$ cat config.mk
export PLATFORM = sky130hd
export DESIGN_NAME = dmem_arbiter
export DESIGN_NICKNAME = d
export VERILOG_FILES = /design/src/rtl/dmem_arbiter.sv
export SDC_FILE = /design/constraint.sdc
export NUM_CORES = 1
export LEC_CHECK = 0
export BUFFER_PORTS_ARGS = -buffer_cell sky130_fd_sc_hd__buf_2
export CORE_AREA = 2 2 115 117
export DETAILED_ROUTE_END_ITERATION = 10
export DIE_AREA = 0 0 117 119
export PLACE_DENSITY_LB_ADDON = 0.2
export SKIP_CTS_REPAIR_TIMING = 1
export SLEW_MARGIN = 25
export SYNTH_ARGS = -nofsm -noshare
export SYNTH_HDL_FRONTEND = slang
export SYNTH_SLANG_ARGS = --single-unit
$ cat constraint.sdc
create_clock -name clk -period 3.1 [get_ports clk]
set_input_delay 0.775 -clock clk [delete_from_list [all_inputs] [get_ports clk]]
set_output_delay 0.775 -clock clk [all_outputs]
set_load 0.005 [all_outputs]
$ cat src/rtl/dmem_arbiter.sv
// dmem_arbiter: shares one data memory between the CPU port (0) and the loader/debug port (1).
// Optional feature macro DMEM_ARB_RR_EN: round-robin on ties; undefined gives fixed priority to port 0.
module dmem_arbiter #(
  parameter int AW = 32,
  parameter int DW = 32
) (
  input  logic          clk,
  input  logic          rst_n,
  input  logic          m0_req,
  input  logic          m0_we,
  input  logic [AW-1:0] m0_addr,
  input  logic [DW-1:0] m0_wdata,
  output logic          m0_ack,
  output logic [DW-1:0] m0_rdata,
  input  logic          m1_req,
  input  logic          m1_we,
  input  logic [AW-1:0] m1_addr,
  input  logic [DW-1:0] m1_wdata,
  output logic          m1_ack,
  output logic [DW-1:0] m1_rdata,
  output logic [AW-1:0] mem_addr,
  output logic [DW-1:0] mem_wdata,
  output logic          mem_we,
  input  logic [DW-1:0] mem_rdata,
  output logic          busy
);

  // state  | meaning
  // IDLE   | arbitrate pending requests, latch the winner into the mem_* registers
  // ACCESS | memory cycle; mem_we high for writes, read data captured at its closing edge
  // RESP   | one-cycle ack to the granted port

  typedef enum logic [1:0] {
    IDLE   = 2'd0,
    ACCESS = 2'd1,
    RESP   = 2'd2
  } state_t;

  state_t state, state_nxt;
  logic   grant;
  logic   we_q;
  logic   any_req;
  logic   pick;

`ifdef DMEM_ARB_RR_EN
  logic last_grant;

  always_comb begin
    any_req = m0_req | m1_req;
    pick    = (m0_req & m1_req) ? ~last_grant : m1_req;
  end

  always_ff @(posedge clk or negedge rst_n) begin
    if (!rst_n) begin
      last_grant <= 1'b1;
    end else if (state == IDLE && any_req) begin
      last_grant <= pick;
    end
  end
`else
  always_comb begin
    any_req = m0_req | m1_req;
    pick    = ~m0_req;
  end
`endif

  always_ff @(posedge clk or negedge rst_n) begin
    if (!rst_n) begin
      state <= IDLE;
    end else begin
      state <= state_nxt;
    end
  end

  // Outputs decode straight from state so an async reset drops mem_we and acks at once.
  always_comb begin
    state_nxt = state;
    mem_we    = 1'b0;
    m0_ack    = 1'b0;
    m1_ack    = 1'b0;
    busy      = 1'b1;
    case (state)
      IDLE: begin
        busy = 1'b0;
        if (any_req) begin
          state_nxt = ACCESS;
        end
      end
      ACCESS: begin
        mem_we    = we_q;
        state_nxt = RESP;
      end
      RESP: begin
        m0_ack    = ~grant;
        m1_ack    = grant;
        state_nxt = IDLE;
      end
      default: begin
        state_nxt = IDLE;
      end
    endcase
  end

  always_ff @(posedge clk or negedge rst_n) begin
    if (!rst_n) begin
      grant     <= 1'b0;
      we_q      <= 1'b0;
      mem_addr  <= '0;
      mem_wdata <= '0;
    end else if (state == IDLE && any_req) begin
      grant     <= pick;
      we_q      <= pick ? m1_we    : m0_we;
      mem_addr  <= pick ? m1_addr  : m0_addr;
      mem_wdata <= pick ? m1_wdata : m0_wdata;
    end
  end

  always_ff @(posedge clk or negedge rst_n) begin
    if (!rst_n) begin
      m0_rdata <= '0;
      m1_rdata <= '0;
    end else if (state == ACCESS && !we_q) begin
      if (grant) begin
        m1_rdata <= mem_rdata;
      end else begin
        m0_rdata <= mem_rdata;
      end
    end
  end

endmodule

Yosys cells after proc, flatten, opt, wreduce, memory -nomap -nowiden --
Index checks and enable logic that the tools add are counted.
Word-level totals: word-level logic and storage cells 28, output and inout port bits 132, bits in registers 132, input port bits 166
Cells by class: mux-type cells 9, eq/ne operators 3, bitwise gates (word level) 3, reduce and logical (&&, ||, !) cells 6
Operators by type and width (number):
- 32-bit 2-to-1 mux | 2
- 1-bit 2-to-1 mux | 5
- 2-bit one-hot mux with 2 select lines | 1
- 2-bit AND reduction | 2
- 2-bit by 1-bit == test with 1-bit output, second input constant | 1
- 2-bit == test, second input constant | 1
- 1-bit logical AND | 2
- 2-bit logical NOT | 1
- 2-bit 2-to-1 mux | 1
- 2-bit != test, second input constant | 1
- 1-bit inverter | 2
- 1-bit logical NOT | 1
- 1-bit OR | 1

Longest topological paths before layout --
depth after elaboration 3, gate-level depth with buffers 5

Worst setup path after synthesis --
No wires, ideal clock.
kind input port to flip-flop, start in m0_req, end reg mem_addr[0], stages 4, setup slack 1.218 ns, setup time 0.125 ns, data arrival time 1.757 ns, buffers on the path 2, data required time 2.975 ns, cells stage by stage buf_2 buf_2 mux2_2 mux2_2
Between the ends: longest elaborated chain between the ends 2
RTL lines:
- start: declaration | line 9 | input logic m0_req,
- 1-bit OR | line 62 | any_req = m0_req | m1_req;
- 1-bit logical AND | line 110 | end else if (state == IDLE && any_req) begin
- end signal: assignment | line 113 | mem_addr <= pick ? m1_addr : m0_addr;
- end: declaration | line 21 | output logic [AW-1:0] mem_addr,
Several ways; a longest one is shown, not always the timed one. A chain may end at the register's enable or synchronous reset.

Worst setup path after layout --
start reg state[0], end out mem_we
Between the ends: longest elaborated chain between the ends 2
RTL lines:
- start: declaration | line 39 | state_t state, state_nxt;
- start signal: assignment | line 71 | state <= state_nxt;
- 2-bit by 1-bit == test with 1-bit output | line 82 | case (state)
- 1-bit 2-to-1 mux | line 82
- end: declaration | line 23 | output logic mem_we,
Every way passes these cells.

==> flow_summary.toml <==
[run_status]
status = "finished clean"

[die]
start_util = 0.446
io_pins = 298
die-width_microns = 117
die-area_sq_mm = 0.0139
core_area_sq_mm = 0.0129
die_h_microns = 119
row_count = 42

[sta]
timing.final.crit_share = 0.649
report.final.slew_viol_count = 0
relSlewSlack = 0.598
worst_pin_slew_ns = 0.603
min_period_ns = 2.01
rsz0062_at_grt = "no"
setup_viol = 0
tns_ns = 0
fin_skew_ns = 0.00676
timing.fmax_mhz = 497
hold_viol_final = 0

[route]
drc = 0
viasPerCell = 4.78
drt-total-wl_mm = 13.5
num_vias = 4064
first_iter_violations = 89
ant_nets = 0
wire_per_inst_microns = 15.9
firstDrtPassIters = 4

[synthesis]
netlist_area_sq_mm = 0.00575
netlist_instances = 358
ys_warn_count = 0
synth_edf_count = 0
synthTopCellsByCount = "mux2_2 (188), dfrtp_1 (132), buf_6 (10)"
synth.most_common_cell = "mux2_2"
synth_top_area_frac = 0.575
ys_ff_latch = 132
synth_nets = 524
avgSynthCellArea_sq_um = 16.1
synthArstFlopShare = 1.00
ys_seq_area_frac = 0.575
synth_area_leader_cell = "dfrtp_1"
ys.flop_type = "dfrtp_1"
synth_cell_types = 16
synthTopCellsByArea = "dfrtp_1 (57%), mux2_2 (37%), buf_6 (2.0%)"

[clock_network]
cts.clk_slew.worst_paths_ns = 0.06
insertion_delay_ns = 0.41
cts-root-buf = "clkbuf_16"
cts.sinks = 132
cts_buffers = 17
cts_tree = "yes"
htreeDepth = 4
cts.path.max_buffers = 2

[critical_path]
worstSetupEndpointType = "output pin"
setup.worst_path.class = "reg -> out"
crit_path_start_kind = "flop"
arrival_ns = 1.24
required_ns = 2.32
worstRegToRegCells = 4
path_max_fanout = 4

[global_route]
gr-total-overflow = 0
grt.total_usage = 0.196
grt_max_degree = 60
antenna_found_initial = 0
grt_pass1_wl_mm = 20.7
grt_pass1_vias = 4260

[final_layout]
num-fill-cells = 1035
area_growth_syn_to_layout_pct = 39.0
final-seq-area_sq_mm = 0.00330
num_antenna_cells = 0
multi_input_area_sq_mm = 0.00227
drive_gt1_frac = 0.779
fin_nets = 827

[placed_design]
globalplace.congestion = 0.792
dpl.hpwl_mm = 10.1
port_buffers = 297

[power_and_ir_drop]
sw_frac_of_total = 0.286
power_switching_mw = 2.26
p_clk_frac = 0.259
pwr_density_cell_mw_per_mm2 = 991
p_int_mw = 5.65
p_total_mw = 7.91
irDropWorstVdd_mv = 0.512
comb_power_share = 0.355
cellLeakagePower_nw = 3.88
seqPwrFrac = 0.385

[worst_hold_path]
hp-class = "in -> async"

[flow_run]
cap_viol_max_count = 0
==> logic make-up after synthesis <==
group                  share of synthesized area
AOI/OAI and AO/OA                        0.00305
DFF                                        0.575
buffers and inverters                     0.0298
muxes                                      0.380
and+or+nand+nor                           0.0122
==> registers in the layout, summed over array words and instances (netlist names) <==
register	count
grant	1
m0_rdata	32
m1_rdata	32
mem_addr	32
mem_wdata	32
state	2
we_q	1
==> cells in the final DEF (no fill, tap or decap), types with 2 or more instances in the layout <==
master        n
bufinv_16     3
clkinvlp_4    4
and3b_1       2
clkbuf_8      4
clkbuf_16    17
buf_12        2
mux2_2      188
dfrtp_1     132
buf_4         7
a21oi_1       2
buf_2       296
mux2_1        6
clkbuf_1      4
==> power by group through the flow <==
stage / combinational [mW] / clock, mW / sequential [mW]
after global routing: 3.08 / 2.18 / 3.16
after floorplan: 1.52 / 0 / 3.15
final: 2.81 / 2.05 / 3.05
after global placement: 2.79 / 0 / 3.04
after CTS: 2.88 / 2.10 / 3.06
after detailed placement: 2.87 / 0 / 3.08
==> layer usage <==
| layer | GRT usage | wire length (microns) | vias up | share of wire |
|---|---|---|---|---|
| li1 | - | - | 1902 | - |
| met1 | 0.215 | 5110 | 1946 | 0.38 |
| met2 | 0.334 | 6770 | 188 | 0.50 |
| met4 | 0.0926 | 363 | 0 | 0.027 |
| met3 | 0.0687 | 1230 | 28 | 0.091 |
| met5 | 0 | 0 | - | 0 |
==> area by class of cell <==
class                   count  share of cell area
well taps                 176              0.0276
clock inverters             7              0.0150
flip-flops and latches    132               0.413
repair buffers            305               0.197
multi-input cells         204               0.285
clock buffers              25              0.0620
inverters                   1            0.000470
==> critical path, stage by stage (launching register included) <==
cell and delay [ns]:
dfrtp_1 0.41, nor2b_4 0.15, and2_1 0.15, buf_2 0.12
==> stage by stage <==
stage,instances,hold slack (ns),area [sq um],util,setup WS (ns)
3_3_place_gp,818,0.464,7370,0.573,0.840
3_5_place_dp,818,0.474,7370,0.573,0.772
4_1_cts,850,0.238,7990,0.621,1.06
2_1_floorplan,358,0.479,5750,-,1.22
6_report,850,0.253,7990,0.621,1.09
5_1_grt,850,0.253,7990,0.621,0.994
==> worst paths after layout <==
check                                      endpoint  slack, ns               startpoint
setup reg to reg            mem_addr[1]$_DFFE_PN0P_       1.27     state[1]$_DFFE_PN0P_
hold reg to reg             m0_rdata[4]$_DFFE_PN0P_       0.48  m0_rdata[4]$_DFFE_PN0P_
min in group clk            m0_rdata[4]$_DFFE_PN0P_       0.48  m0_rdata[4]$_DFFE_PN0P_
setup / recovery                             mem_we       1.09     state[0]$_DFFE_PN0P_
max in group asynchronous  mem_wdata[3]$_DFFE_PN0P_       2.18                    rst_n
hold / removal              m0_rdata[7]$_DFFE_PN0P_       0.25                    rst_n
Note: power is estimated with default switching activity, not from simulation.
